--- src/rtl/ring_load_arbiter_if.sv ---
// Handshake and observation bundle for ring_load_arbiter.
// The master side drives requests; the slave side (the arbiter) returns grants, status and ring state.
interface ring_load_arbiter_if #(
  parameter int W = 5
);
  logic [1:0]   req;
  logic [W-1:0] req_data0;
  logic [W-1:0] req_data1;
  logic [1:0]   gnt;
  logic         busy;
  logic         done;
  logic         err;
  logic [W-1:0] ring_a;
  logic [W-1:0] ring_b;
  logic [W-1:0] ring_c;
  logic [W-1:0] t_out;

  modport master (
    output req, req_data0, req_data1,
    input  gnt, busy, done, err, ring_a, ring_b, ring_c, t_out
  );

  modport slave (
    input  req, req_data0, req_data1,
    output gnt, busy, done, err, ring_a, ring_b, ring_c, t_out
  );
endinterface

--- src/rtl/ring_load_arbiter.sv ---
// Two-requester round-robin loader for a 3-register rotation ring (a, b, c) plus step counter t.
// Define RING_ASSERT_EN to compile in the ring_a != FORBID, one-hot grant and done/busy checks.
module ring_load_arbiter #(
  parameter int W       = 5,
  parameter int FORBID  = 2,
  parameter int STEP    = 2,
  parameter int ROT_CYC = 3
) (
  input logic               clock,
  input logic               reset_n,
  ring_load_arbiter_if.slave bus
);

  localparam int CNT_W = (ROT_CYC > 1) ? $clog2(ROT_CYC) : 1;
  localparam logic [CNT_W-1:0] LAST_ROT = CNT_W'(ROT_CYC - 1);
  localparam logic [W-1:0] FORBID_V = W'(FORBID);
  localparam logic [W-1:0] STEP_V   = W'(STEP);

  typedef enum logic [1:0] {
    IDLE,
    LOAD,
    ROTATE
  } state_t;

  state_t           state;
  logic [W-1:0]     ring_a_q;
  logic [W-1:0]     ring_b_q;
  logic [W-1:0]     ring_c_q;
  logic [W-1:0]     t_q;
  logic [W-1:0]     stage;
  logic [CNT_W-1:0] rot_cnt;
  logic             rr_ptr;
  logic             winner;
  logic [1:0]       gnt_q;
  logic             busy_q;
  logic             done_q;
  logic             err_q;

  logic             win;
  logic [W-1:0]     candidate;
  logic [W-1:0]     a_next;

  always_comb begin
    win = 1'b0;
    if (bus.req == 2'b10) begin
      win = 1'b1;
    end else if (bus.req == 2'b11) begin
      win = rr_ptr;
    end
  end

  // Rotation feedback into ring_a; a FORBID candidate is bumped by one so ring_a can never hold it.
  always_comb begin
    candidate = t_q;
    if (ring_b_q == W'(5)) begin
      candidate = W'(5);
    end else if (ring_c_q == W'(1)) begin
      candidate = W'(7);
    end else if (ring_b_q == W'(1)) begin
      candidate = W'(3);
    end
    a_next = (candidate == FORBID_V) ? candidate + W'(1) : candidate;
  end

  // busy covers the rotation only, which keeps the grant pulse (LOAD cycle) and busy disjoint.
  always_ff @(posedge clock or negedge reset_n) begin
    if (!reset_n) begin
      state    <= IDLE;
      ring_a_q <= W'(1);
      ring_b_q <= W'(5);
      ring_c_q <= W'(7);
      t_q      <= W'(11);
      stage    <= '0;
      rot_cnt  <= '0;
      rr_ptr   <= 1'b0;
      winner   <= 1'b0;
      gnt_q    <= 2'b00;
      busy_q   <= 1'b0;
      done_q   <= 1'b0;
      err_q    <= 1'b0;
    end else begin
      gnt_q  <= 2'b00;
      done_q <= 1'b0;
      err_q  <= 1'b0;
      case (state)
        IDLE: begin
          if (bus.req != 2'b00) begin
            gnt_q  <= win ? 2'b10 : 2'b01;
            stage  <= win ? bus.req_data1 : bus.req_data0;
            winner <= win;
            state  <= LOAD;
          end
        end
        LOAD: begin
          if (stage != FORBID_V) begin
            ring_a_q <= stage;
          end else begin
            err_q <= 1'b1;
          end
          rot_cnt <= '0;
          busy_q  <= 1'b1;
          state   <= ROTATE;
        end
        ROTATE: begin
          ring_b_q <= ring_c_q;
          ring_c_q <= ring_a_q;
          ring_a_q <= a_next;
          t_q      <= t_q + STEP_V;
          if (rot_cnt == LAST_ROT) begin
            busy_q <= 1'b0;
            done_q <= 1'b1;
            rr_ptr <= ~winner;
            state  <= IDLE;
          end else begin
            rot_cnt <= rot_cnt + CNT_W'(1);
          end
        end
        default: begin
          state <= IDLE;
        end
      endcase
    end
  end

  assign bus.gnt    = gnt_q;
  assign bus.busy   = busy_q;
  assign bus.done   = done_q;
  assign bus.err    = err_q;
  assign bus.ring_a = ring_a_q;
  assign bus.ring_b = ring_b_q;
  assign bus.ring_c = ring_c_q;
  assign bus.t_out  = t_q;

`ifdef RING_ASSERT_EN
  a_ring_safe: assert property (@(posedge clock) disable iff (!reset_n) ring_a_q != FORBID_V);
  a_gnt_onehot: assert property (@(posedge clock) disable iff (!reset_n) $onehot0(gnt_q));
  a_done_not_busy: assert property (@(posedge clock) disable iff (!reset_n) !(done_q && busy_q));
`else
`endif

endmodule

--- src/flat_wrapper.sv ---
// flat-port wrapper written by rule: the top's interface ports become plain ports
module ring_load_arbiter_flat 
#(
  parameter int W       = 5,
  parameter int FORBID  = 2,
  parameter int STEP    = 2,
  parameter int ROT_CYC = 3
)
  (clock, reset_n, bus_req, bus_req_data0, bus_req_data1, bus_gnt, bus_busy, bus_done, bus_err, bus_ring_a, bus_ring_b, bus_ring_c, bus_t_out);
  ring_load_arbiter_if #(.W(W)) bus_i ();
  input logic clock;
  input logic reset_n;
  input wire logic [$bits(bus_i.req)-1:0] bus_req;
  input wire logic [$bits(bus_i.req_data0)-1:0] bus_req_data0;
  input wire logic [$bits(bus_i.req_data1)-1:0] bus_req_data1;
  output wire logic [$bits(bus_i.gnt)-1:0] bus_gnt;
  output wire logic [$bits(bus_i.busy)-1:0] bus_busy;
  output wire logic [$bits(bus_i.done)-1:0] bus_done;
  output wire logic [$bits(bus_i.err)-1:0] bus_err;
  output wire logic [$bits(bus_i.ring_a)-1:0] bus_ring_a;
  output wire logic [$bits(bus_i.ring_b)-1:0] bus_ring_b;
  output wire logic [$bits(bus_i.ring_c)-1:0] bus_ring_c;
  output wire logic [$bits(bus_i.t_out)-1:0] bus_t_out;
  assign bus_i.req = bus_req;
  assign bus_i.req_data0 = bus_req_data0;
  assign bus_i.req_data1 = bus_req_data1;
  assign bus_gnt = bus_i.gnt;
  assign bus_busy = bus_i.busy;
  assign bus_done = bus_i.done;
  assign bus_err = bus_i.err;
  assign bus_ring_a = bus_i.ring_a;
  assign bus_ring_b = bus_i.ring_b;
  assign bus_ring_c = bus_i.ring_c;
  assign bus_t_out = bus_i.t_out;
  ring_load_arbiter #(.W(W), .FORBID(FORBID), .STEP(STEP), .ROT_CYC(ROT_CYC)) u_core (.clock(clock), .reset_n(reset_n), .bus(bus_i));
endmodule
--- config.mk ---
export PLATFORM = sky130hd
export DESIGN_NAME = ring_load_arbiter_flat
export DESIGN_NICKNAME = d
export VERILOG_FILES = /design/src/rtl/ring_load_arbiter_if.sv /design/src/rtl/ring_load_arbiter.sv /design/src/flat_wrapper.sv
export SDC_FILE = /design/constraint.sdc
export NUM_CORES = 1
export LEC_CHECK = 0
export BUFFER_PORTS_ARGS = -buffer_cell sky130_fd_sc_hd__buf_2
export CAP_MARGIN = 10
export CORE_MARGIN = 10
export CORE_UTILIZATION = 45
export CTS_CLUSTER_DIAMETER = 200
export CTS_CLUSTER_SIZE = 40
export DETAILED_ROUTE_END_ITERATION = 16
export PLACE_DENSITY_LB_ADDON = 0.15
export SLEW_MARGIN = 20
export SYNTH_ARGS = -nofsm -noshare
export SYNTH_HDL_FRONTEND = slang
export SYNTH_SLANG_ARGS = --single-unit
export TNS_END_PERCENT = 20
--- constraint.sdc ---
create_clock -name clock -period 1.4 [get_ports clock]
set_input_delay 0.14 -clock clock [delete_from_list [all_inputs] [get_ports clock]]
set_output_delay 0.14 -clock clock [all_outputs]
set_load 0.01 [all_outputs]
### Yosys cells after proc, flatten, opt, wreduce, memory -nomap -nowiden

Index checks and enable logic that the tools add are counted.
W data, S select, Z words.

| storage, ports and cells | value |
|---|---|
| register bits | 36 |
| bits of input ports | 14 |
| output and inout bits | 25 |
| logic and storage cells | 63 |

| cells by class | value |
|---|---|
| $add $sub $neg | 3 |
| equal/unequal tests | 14 |
| mux-type cells | 23 |
| bitwise gates (word level) | 1 |
| reduce and logical (&&, ||, !) cells | 9 |

Operators by type and width:

| cell | number |
|---|---|
| $mux W5 | 6 |
| $mux W2 | 6 |
| $reduce_and A2 Y1 | 6 |
| $eq A5 B1 Y1 const B | 2 |
| $pmux W5 S2 | 1 |
| $eq A2 B2 Y1 const B | 4 |
| $mux W1 | 7 |
| $ne A2 B1 Y1 const B | 3 |
| $pmux W2 S3 | 1 |
| $add A5 B1 Y5 const B | 1 |
| $add A5 B2 Y5 const B | 1 |
| $eq A5 B2 Y1 const B | 1 |
| $eq A5 B3 Y1 const B | 1 |
| $ne A5 B2 Y1 const B | 1 |
| $pmux W2 S2 | 1 |
| $reduce_bool A2 Y1 | 2 |
| $add A2 B1 Y2 const B | 1 |
| $eq A2 B1 Y1 const B | 1 |
| $logic_not A2 Y1 | 1 |
| $ne A2 B2 Y1 const B | 1 |
| $pmux W1 S2 | 1 |
| $not A1 Y1 | 1 |

### Logic depth before layout (Yosys ltp)

Gate-level depths: netlist of run 1.

| depth | value |
|---|---|
| depth in word-level cells | 7 |
| depth in mapped cells | 6 |
| mapped depth without buffers | 6 |

### Worst setup path before layout of run 1

No wires, ideal clock.

| timing | value |
|---|---|
| path type | register -> register |
| start | reg u_core.ring_b_q[0] (netlist: u_core.bus.ring_b[0]) |
| end | reg u_core.ring_a_q[2] (netlist: u_core.bus.ring_a[2]) |
| setup time | 0.127 ns |
| arrival time | 1.441 ns |
| data required time | 1.273 ns |
| setup slack | -0.168 ns |
| stages on the path, launching flop included | 5 |
| buffers on the path | 0 |
| period minus slack after synthesis | 1.568 ns |
| cell sequence | dfstp_2 -> or4b_2 -> nand2_1 -> and3_1 -> nor4_2 |

| between the ends | value |
|---|---|
| word-level cells in the longest chain between the ends | 7 |
| elaborated cells between the ends (all ways) | 9 |
| classes of those cells | add/sub: 1; eq/ne: 3; mux: 5 |

RTL lines:

| what | line | text |
|---|---|---|
| start, declared | ring_load_arbiter.sv:27 | `logic [W-1:0] ring_b_q;` |
| start signal, assigned | ring_load_arbiter.sv:105 | `ring_b_q <= ring_c_q;` |
| $eq A5 B1 Y1 | ring_load_arbiter.sv:59 | `end else if (ring_b_q == W'(1)) begin` |
| $mux W5 | ring_load_arbiter.sv:59 |  |
| $mux W5 | ring_load_arbiter.sv:57 | `end else if (ring_c_q == W'(1)) begin` |
| $mux W5 * | ring_load_arbiter.sv:55 | `if (ring_b_q == W'(5)) begin` |
| $add A5 B1 Y5 or $eq A5 B2 Y1 (tied branches) | ring_load_arbiter.sv:62 | `a_next = (candidate == FORBID_V) ? candidate + W'(1) : candidate;` |
| $mux W5 * | ring_load_arbiter.sv:62 |  |
| $pmux W5 S2 * | ring_load_arbiter.sv:85 | `case (state)` |
| end signal, assigned | ring_load_arbiter.sv:96 | `ring_a_q <= stage;` |
| end signal, assigned | ring_load_arbiter.sv:107 | `ring_a_q <= a_next;` |
| end, declared | ring_load_arbiter.sv:26 | `logic [W-1:0] ring_a_q;` |

Mark *: on every way between the ends. The rest lies on a longest branch, timed or not.
A chain may end at the register's enable or synchronous reset.

### Worst setup path after layout of run 1

Same ends and word-level chain as after synthesis.

==> results of run 1 <==
[cells by family (layout without fill, tap and decap cells)]
| group | count (synthesis) | in the layout | share of synthesized area (%) |
|---|---|---|---|
| multiplexers | 7 | 7 | 4.28 |
| flip-flops | 35 | 35 | 54.1 |
| AND/OR/NAND/NOR | 83 | 83 | 24.5 |
| AO/OA/AOI/OAI | 23 | 23 | 8.64 |
| adder cells (fa/ha/maj) | 2 | 2 | 1.53 |
| XOR/XNOR | 3 | 3 | 1.61 |
| other | 1 | 1 | 0.229 |
| buffers and inverters | 14 | 70 | 5.05 |
[registers in the layout (all words and copies together), names as in the netlist]
register	count
u_core.bus.t_out	4
u_core.rot_cnt	2
u_core.bus.err	1
u_core.winner	1
u_core.stage	5
u_core.bus.done	1
u_core.bus.ring_c	5
u_core.bus.ring_b	5
u_core.rr_ptr	1
u_core.bus.ring_a	5
u_core.state	2
u_core.bus.gnt	2
u_core.bus.busy	1
[Yosys cell counts, types with 2 or more instances]
library cell	number
clkbuf_1	3
nor4_2	2
a31oi_1	2
a211oi_1	3
dfstp_2	8
o21ai_0	11
dfrtp_1	27
inv_1	6
nor2_1	9
mux2i_1	7
ha_1	2
a21o_1	2
xnor2_1	3
nand2_1	50
buf_6	3
nor3_1	6
buf_4	2
nand2b_1	3
a21oi_1	2
nor2b_1	4
[power breakdown]
part	total [W]	leakage, nW	internal, W	switching (W)
Clock	0.000623	0.0386	0.000296	0.000328
Combinational	0.00236	0.601	0.00113	0.00123
Sequential	0.00205	0.421	0.00156	0.000486
Total	0.00503	1.06	0.00299	0.00204
[layer usage]
metal	GRT usage (%)	vias to the layer above	wire (um)	share of wire [%]
met1	13.1	646	1640	42
met5	0	-	0	0
met2	23.4	47	1930	49
met3	5.79	11	299	7.6
li1	-	671	-	-
met4	5.46	0	73	1.9
[area by class of cell]
class / count / area [um^2]
timing repair buffer: 56 / 343
inverter: 6 / 22.5
multi-input combinational: 119 / 694
tap: 46 / 57.6
fill: 316 / 1340
clock buffer: 8 / 68.8
sequential: 35 / 887
[through the flow]
stage | hold slack (ns) | util [%] | power [W] | worst slack, ns
3_3_place_gp | 0.0808 | 57.6 | 0.00426 | -0.0806
3_5_place_dp | 0.0895 | 57.6 | 0.00439 | -0.124
5_1_grt | 0.0887 | 60.7 | 0.00547 | -0.153
2_1_floorplan | -0.156 | - | 0.00342 | -0.108
6_report | 0.0946 | 60.7 | 0.00503 | -0.0901
4_1_cts | 0.0902 | 60.6 | 0.00508 | -0.104
[worst max-delay path by stage]
| stage | slack (ns) | end | startpoint |
|---|---|---|---|
| 2_1_floorplan | -0.11 | u_core.bus.ring_a[4] | u_core.bus.ring_c[0] |
| 3_3_place_gp | -0.08 | u_core.bus.ring_a[4] | u_core.bus.ring_c[0] |
| 6_report | -0.09 | u_core.bus.ring_a[2] | u_core.bus.ring_b[0] |
| 4_1_cts | -0.10 | u_core.bus.ring_a[2] | u_core.stage[4] |
| 3_5_place_dp | -0.12 | u_core.bus.ring_a[4] | u_core.bus.ring_c[0] |
| 5_1_grt | -0.15 | u_core.bus.ring_a[2] | u_core.stage[4] |
[tightest hold or removal path, cell delays in order]
cell	delay [ns]
buf_2	0.07
mux2i_1	0.05
o21ai_0	0.13
[repair_timing]
item                                    4_1_cts  5_1_grt
endpoints found under the setup margin        5       18
hold buffers                                  1        0
endpoints found under the hold margin        14        0
buffers inserted                              1        0
gates resized for setup                       3        2
pin swaps                                     6        2
==> key figures, run 1 <==
Yosys
  • Warning count from the yosys run: 0
  • Net Count, Synth: between 150 and 200
  • Post-synth EDFFs: 0
  • Netlist Area Pre-Place: 0.00164 mm^2
  • Avg Cell Area, Syn: between 9 and 10 um^2
  • Synth Register Bits: 35
  • Async SR Flop Fraction: 100%
  • Gate Count Post-Synth: roughly 170
  • Post-synth top area cell: dfrtp_1
  • Yosys cell types: 33
  • Synth top area share: 41.3%
  • Synth top area cells: dfrtp_1 41%, dfstp_2 13%, nand2_1 11%
  • Seq/Total Area, Yosys: 54.1%
  • Top FF cell, synth: dfrtp_1

Layout
  • Fin area: approximately 0.0021 mm^2
  • Share of cells above drive strength 1: approximately 36%
  • Commonest non-fill, non-tap cells in the layout: 50 x nand2_1, 37 x buf_2, 26 x dfrtp_1
  • Synth-to-layout area growth: 26.7%
  • Non-Filler Instances: 270
  • Inserted Diodes: 0
  • Fin nets: around 240
  • Commonest non-fill, non-tap cell in the layout: nand2_1

Floorplanning
  • Die Height: about 80 um
  • Row cnt: 21
  • Initial Utilization: between 40 and 50%
  • Core Area: 0.00342 mm^2
  • Die X: between 80 and 90 um
  • Die area: around 0.0064 mm^2
  • Io pins: 39

GRT
  • Vias in the first global route: ~1500
  • GRT Total Usage: 13.2%
  • Pin count of the biggest net entering global routing: 21
  • First-pass GRT wire length: approximately 6700 um
  • Initial antenna violation count: 0
  • Global route overflow: 0

Worst setup path
  • Worst Reg-to-Reg Cells: 4
  • Crit-path cells: or4b_4 -> nand2_1 -> and3_4 -> nor4_2
  • Crit. End Element: flip-flop
  • Crit path max fanout: 4
  • Critical Path Start Type: flip-flop
  • Worst path max stage delay: about 0.56 ns
  • CP Class: reg -> reg
  • Slowest CP cell: dfstp_2
  • Critical Path AT: about 1.7 ns
  • Crit path required time: 1.61 ns
  • CP delay by family, top: simple AND/OR/NAND/NOR gates
  • FF-to-FF setup slack: -0.09 ns
  • R2R Path Start: u_core.bus.ring_b[0]
  • Critical R2R Capture: u_core.bus.ring_a[2]
  • Cell count along the critical path: 4
  • Worst Path Buf+Inv: 0

Hold path
  • Hold crit path type: in -> reg
  • Worst Hold Depth: 3
  • Hold path startpoint: bus_req_data1[0]
  • WHS Endpoint: u_core.stage[0]

Power and ir drop
  • Max IR drop VDD: a little over 0.9 mV
  • Leakage Power: between 1 and 1.5 nW
  • Power per standard cell area: about 2400 mW/mm^2

Clock tree
  • CTS sink cnt: 35
  • Clk pin slew, worst setup/hold paths: 0.10 ns
  • CTS Buffer Depth: 2
  • Root Buffer: clkbuf_4
  • Num CTS Buffers: 5
  • Clk Latency, worst-skew pair: 0.34 ns
  • CTS tree: built
  • CTS H-tree depth: 2

Drt
  • Vias per std cell: ~5
  • Vias: 1375
  • Total wire length: slightly below 4000 um
  • 1st-pass router iterations: 4
  • DRC Markers: 0
  • Routed WL per cell: around 15 um
  • Initial DRC count: between 80 and 90
  • Antenna Nets Post-Route: 0

STA
  • # setup viols final: 4
  • Clk_skew: about 0.010 ns
  • Pins Over Slew Limit: 0
  • Peak Freq: 671 MHz
  • Endpoints failing hold: 0
  • Final worst slack: -0.0901 ns
  • Unrepaired setup endpoints after global routing: true
  • Period minus WS final: 1.49 ns
  • Total negative slack: -0.260 ns
  • Crit share post-route: 106%

Place
  • Dpl hpwl: between 3000 and 4000 um
  • GPL Wtd Cong: 0.837
  • Cell Count Post-Placement: 260
  • Placed Instance Area: ~0.002 mm^2
  • PortBufs: 37

Outcome
  • Outcome: finished with violations
  • Failing checks: setup timing

Run
  • Max-cap viol count: 0
Power figures use the tool's default switching activity.
==> inputs of run 2 (changes only) <==
--- a/config.mk
+++ b/config.mk
@@ -7,8 +7,10 @@
 export LEC_CHECK = 0
 export BUFFER_PORTS_ARGS = -buffer_cell sky130_fd_sc_hd__buf_2
 export CAP_MARGIN = 10
+export CELL_PAD_IN_SITES_DETAIL_PLACEMENT = 0
+export CELL_PAD_IN_SITES_GLOBAL_PLACEMENT = 1
 export CORE_MARGIN = 10
-export CORE_UTILIZATION = 45
+export CORE_UTILIZATION = 36
 export CTS_CLUSTER_DIAMETER = 200
 export CTS_CLUSTER_SIZE = 40
 export DETAILED_ROUTE_END_ITERATION = 16
==> run 2 against run 1 <==
Net effect:
- the flow still finishes with violations (setup timing)
- flip-flop and latch count unchanged
- clock-buffer cell count shrank 3
- non-clock buffer count increased by 4
- total power grew 7.0%
- core utilization is 12 points lower
- register-to-register slack better by 0.02 ns
- sequential share of layout area decreased by 1.4 points
- critical path depth rose by 1
- setup slack better by 0.020 ns
- clock power rose by 45%
- clock skew decreased by 0.0017 ns
- highest routed layer unchanged
==> key figures, run 2 (synthesis gave the netlist of run 1 again) <==
STA
  • # setup viols final: 4 (unchanged)
  • Endpoints failing hold: 0 (unchanged)
  • Crit share post-route: 105% (was 106%)
  • Peak Freq: 680 MHz (was 671 MHz)
  • Clk_skew: 0.00848 ns (was 0.0102 ns)
  • Final worst slack: -0.0705 ns (was -0.0901 ns)
  • Unrepaired setup endpoints after global routing: true (unchanged)
  • Pins Over Slew Limit: 0 (unchanged)
  • Period minus WS final: 1.47 ns (was 1.49 ns)

Worst setup path
  • Slowest CP cell: or4b_4 (was dfstp_2)
  • Critical Path AT: 1.68 ns (was 1.70 ns)
  • Crit path max fanout: 2 (was 4)
  • Critical Path Start Type: flip-flop (unchanged)
  • Worst path max stage delay: 0.57 ns (was 0.56 ns)
  • Crit. End Element: flip-flop (unchanged)
  • Crit path required time: 1.61 ns (about the same)
  • CP Class: reg -> reg (unchanged)
  • Crit-path cells: or4b_4 -> buf_4 -> nand2_1 -> a221oi_1 -> a31oi_1 (was or4b_4 -> nand2_1 -> and3_4 -> nor4_2)

Drt
  • Total wire length: 4090 um (was 3940 um)
  • DR WL met3: 243 um (was 299 um)
  • Met2 wire len: 1990 um (was 1930 um)
  • Met1 wire length: 1790 um (was 1640 um)
  • DRC Markers: 0 (unchanged)
  • Initial DRC count: 49 (was 87)
  • Antenna Nets Post-Route: 0 (unchanged)
  • Vias per std cell: 4.78 (was 5.09)
  • Routed WL per cell: 14.6 um (about the same)
  • DR top layer: met4 (unchanged)
  • Vias: 1338 (was 1375)
  • 1st-pass router iterations: 4 (unchanged)

Layout
  • Non-Filler Instances: 280 (was 270)
  • Share of cells above drive strength 1: 37.7% (was 36.2%)
  • Footprint of the multi-input gates: 694 um^2 (unchanged)
  • Inserted Diodes: 0 (unchanged)
  • Synth-to-layout area growth: 30.9% (was 26.7%)
  • Commonest non-fill, non-tap cell in the layout: nand2_1 (unchanged)
  • Fillers: 432 (was 316)
  • Fin area: 0.00214 mm^2 (was 0.00207 mm^2)
  • FF/Latch Area: 887 um^2 (unchanged)
  • Fin nets: 243 (was 239)
  • Commonest non-fill, non-tap cells in the layout: 50 x nand2_1, 37 x buf_2, 26 x dfrtp_1 (unchanged)

Place
  • Dpl hpwl: 3200 um (was 3090 um)
  • PortBufs: 37 (unchanged)
  • Cell Count Post-Placement: 271 (was 260)
  • Placed Instance Area: 0.00200 mm^2 (was 0.00197 mm^2)
  • GPL Wtd Cong: 0.850 (was 0.837)

Clock tree
  • CTS sink cnt: 35 (unchanged)
  • CTS Buffer Depth: 2 (unchanged)
  • Clk pin slew, worst setup/hold paths: 0.08 ns (was 0.10 ns)
  • Root Buffer: clkbuf_8 (was clkbuf_4)
  • Clk Latency, worst-skew pair: 0.29 ns (was 0.34 ns)
  • Num CTS Buffers: 5 (unchanged)
  • Post-CTS setup buffers: 0 (was 1)
  • CTS tree: built (unchanged)
  • CTS H-tree depth: 2 (unchanged)

Run
  • Max-cap viol count: 0 (unchanged)

Floorplanning
  • Core Area: 0.00438 mm^2 (was 0.00342 mm^2)
  • Initial Utilization: 37.3% (was 47.9%)
  • Die X: 87.4 um (was 80.3 um)
  • Io pins: 39 (unchanged)
  • Die area: 0.00764 mm^2 (was 0.00645 mm^2)
  • Die Height: 87.4 um (was 80.3 um)
  • Row cnt: 24 (was 21)

GRT
  • First-pass GRT wire length: 6980 um (was 6710 um)
  • Pin count of the biggest net entering global routing: 36 (was 21)
  • GRT Total Usage: 11.4% (was 13.2%)
  • Initial antenna violation count: 0 (unchanged)
  • Vias in the first global route: 1415 (was 1522)
  • Global route overflow: 0 (unchanged)

Outcome
  • Failing checks: setup timing (unchanged)
  • Outcome: finished with violations (unchanged)

Power and ir drop
  • Max IR drop VDD: 0.766 mV (was 0.916 mV)
  • Leakage Power: 1.10 nW (was 1.06 nW)
  • Power per standard cell area: 2510 mW/mm^2 (was 2430 mW/mm^2)

Hold path
  • Hold crit path type: in -> reg (unchanged)
==> run 2: per-stage QoR <==
stage	worst slack (ns)	hold WS, ns	util [%]	power, W	setup TNS (ns)
2_1_floorplan	-0.108	-0.156	-	0.00342	-0.288
3_3_place_gp	-0.0840	0.199	45.6	0.00439	-0.231
3_5_place_dp	-0.118	0.208	45.6	0.00449	-0.439
4_1_cts	-0.103	0.136	48.8	0.00548	-0.312
5_1_grt	-0.145	0.164	48.9	0.00588	-0.531
6_report	-0.0705	0.140	48.9	0.00538	-0.239
==> run 2: layout make-up <==
type | instances | area share [%]
Sequential cell | 35 | 41.4
Multi-Input combinational cell | 119 | 32.4
Timing Repair Buffer | 60 | 16.8
Clock buffer | 5 | 3.21
Tap cell | 52 | 3.04
Clock inverter | 3 | 2.04
Inverter | 6 | 1.05
==> run 2: worst max-delay path: cells and delay by family (launching register included) <==
family / cells / cell delay, ns
buf+inv: 1 / 0.16
simple gates: 2 / 0.62
compound gates: 2 / 0.23
flops: 1 / 0.38
==> run 2: worst paths after layout <==
path | cells after the start | end | start | slack (ns)
worst max-delay path | 5 | u_core.bus.ring_a[3] | u_core.stage[2] | -0.07
worst min-delay path | 3 | u_core.stage[3] | bus_req_data1[3] | 0.14
worst max register to register | 5 | u_core.bus.ring_a[3] | u_core.stage[2] | -0.07
worst min register to register | 1 | u_core.rr_ptr | u_core.winner | 0.47
max in group asynchronous | 3 | u_core.bus.ring_c[0] | reset_n | 0.64
min in group asynchronous | 3 | u_core.bus.ring_a[3] | reset_n | 0.40
==> run 2: report_power, final <==
group / total, W / internal [W] / switching (W)
Sequential: 0.00204 / 0.00157 / 0.000474
Combinational: 0.00244 / 0.00119 / 0.00125
Clock: 0.000906 / 0.000530 / 0.000376
Total: 0.00538 / 0.00328 / 0.00210
==> run 2: timing repair <==
| item | CTS | global route |
|---|---|---|
| hold buffers | 1 | 0 |
| endpoints found under the setup margin | 5 | 16 |
| pin swaps | 5 | 4 |
| hold endpoints to repair | 27 | 0 |
| gates resized for setup | 3 | 2 |
==> run 2: routing by layer <==
layer | track usage (%) | vias to the layer above
met5 | 0 | -
met4 | 3.91 | 0
met3 | 3.65 | 6
met2 | 18.8 | 29
met1 | 13.7 | 626
li1 | - | 677
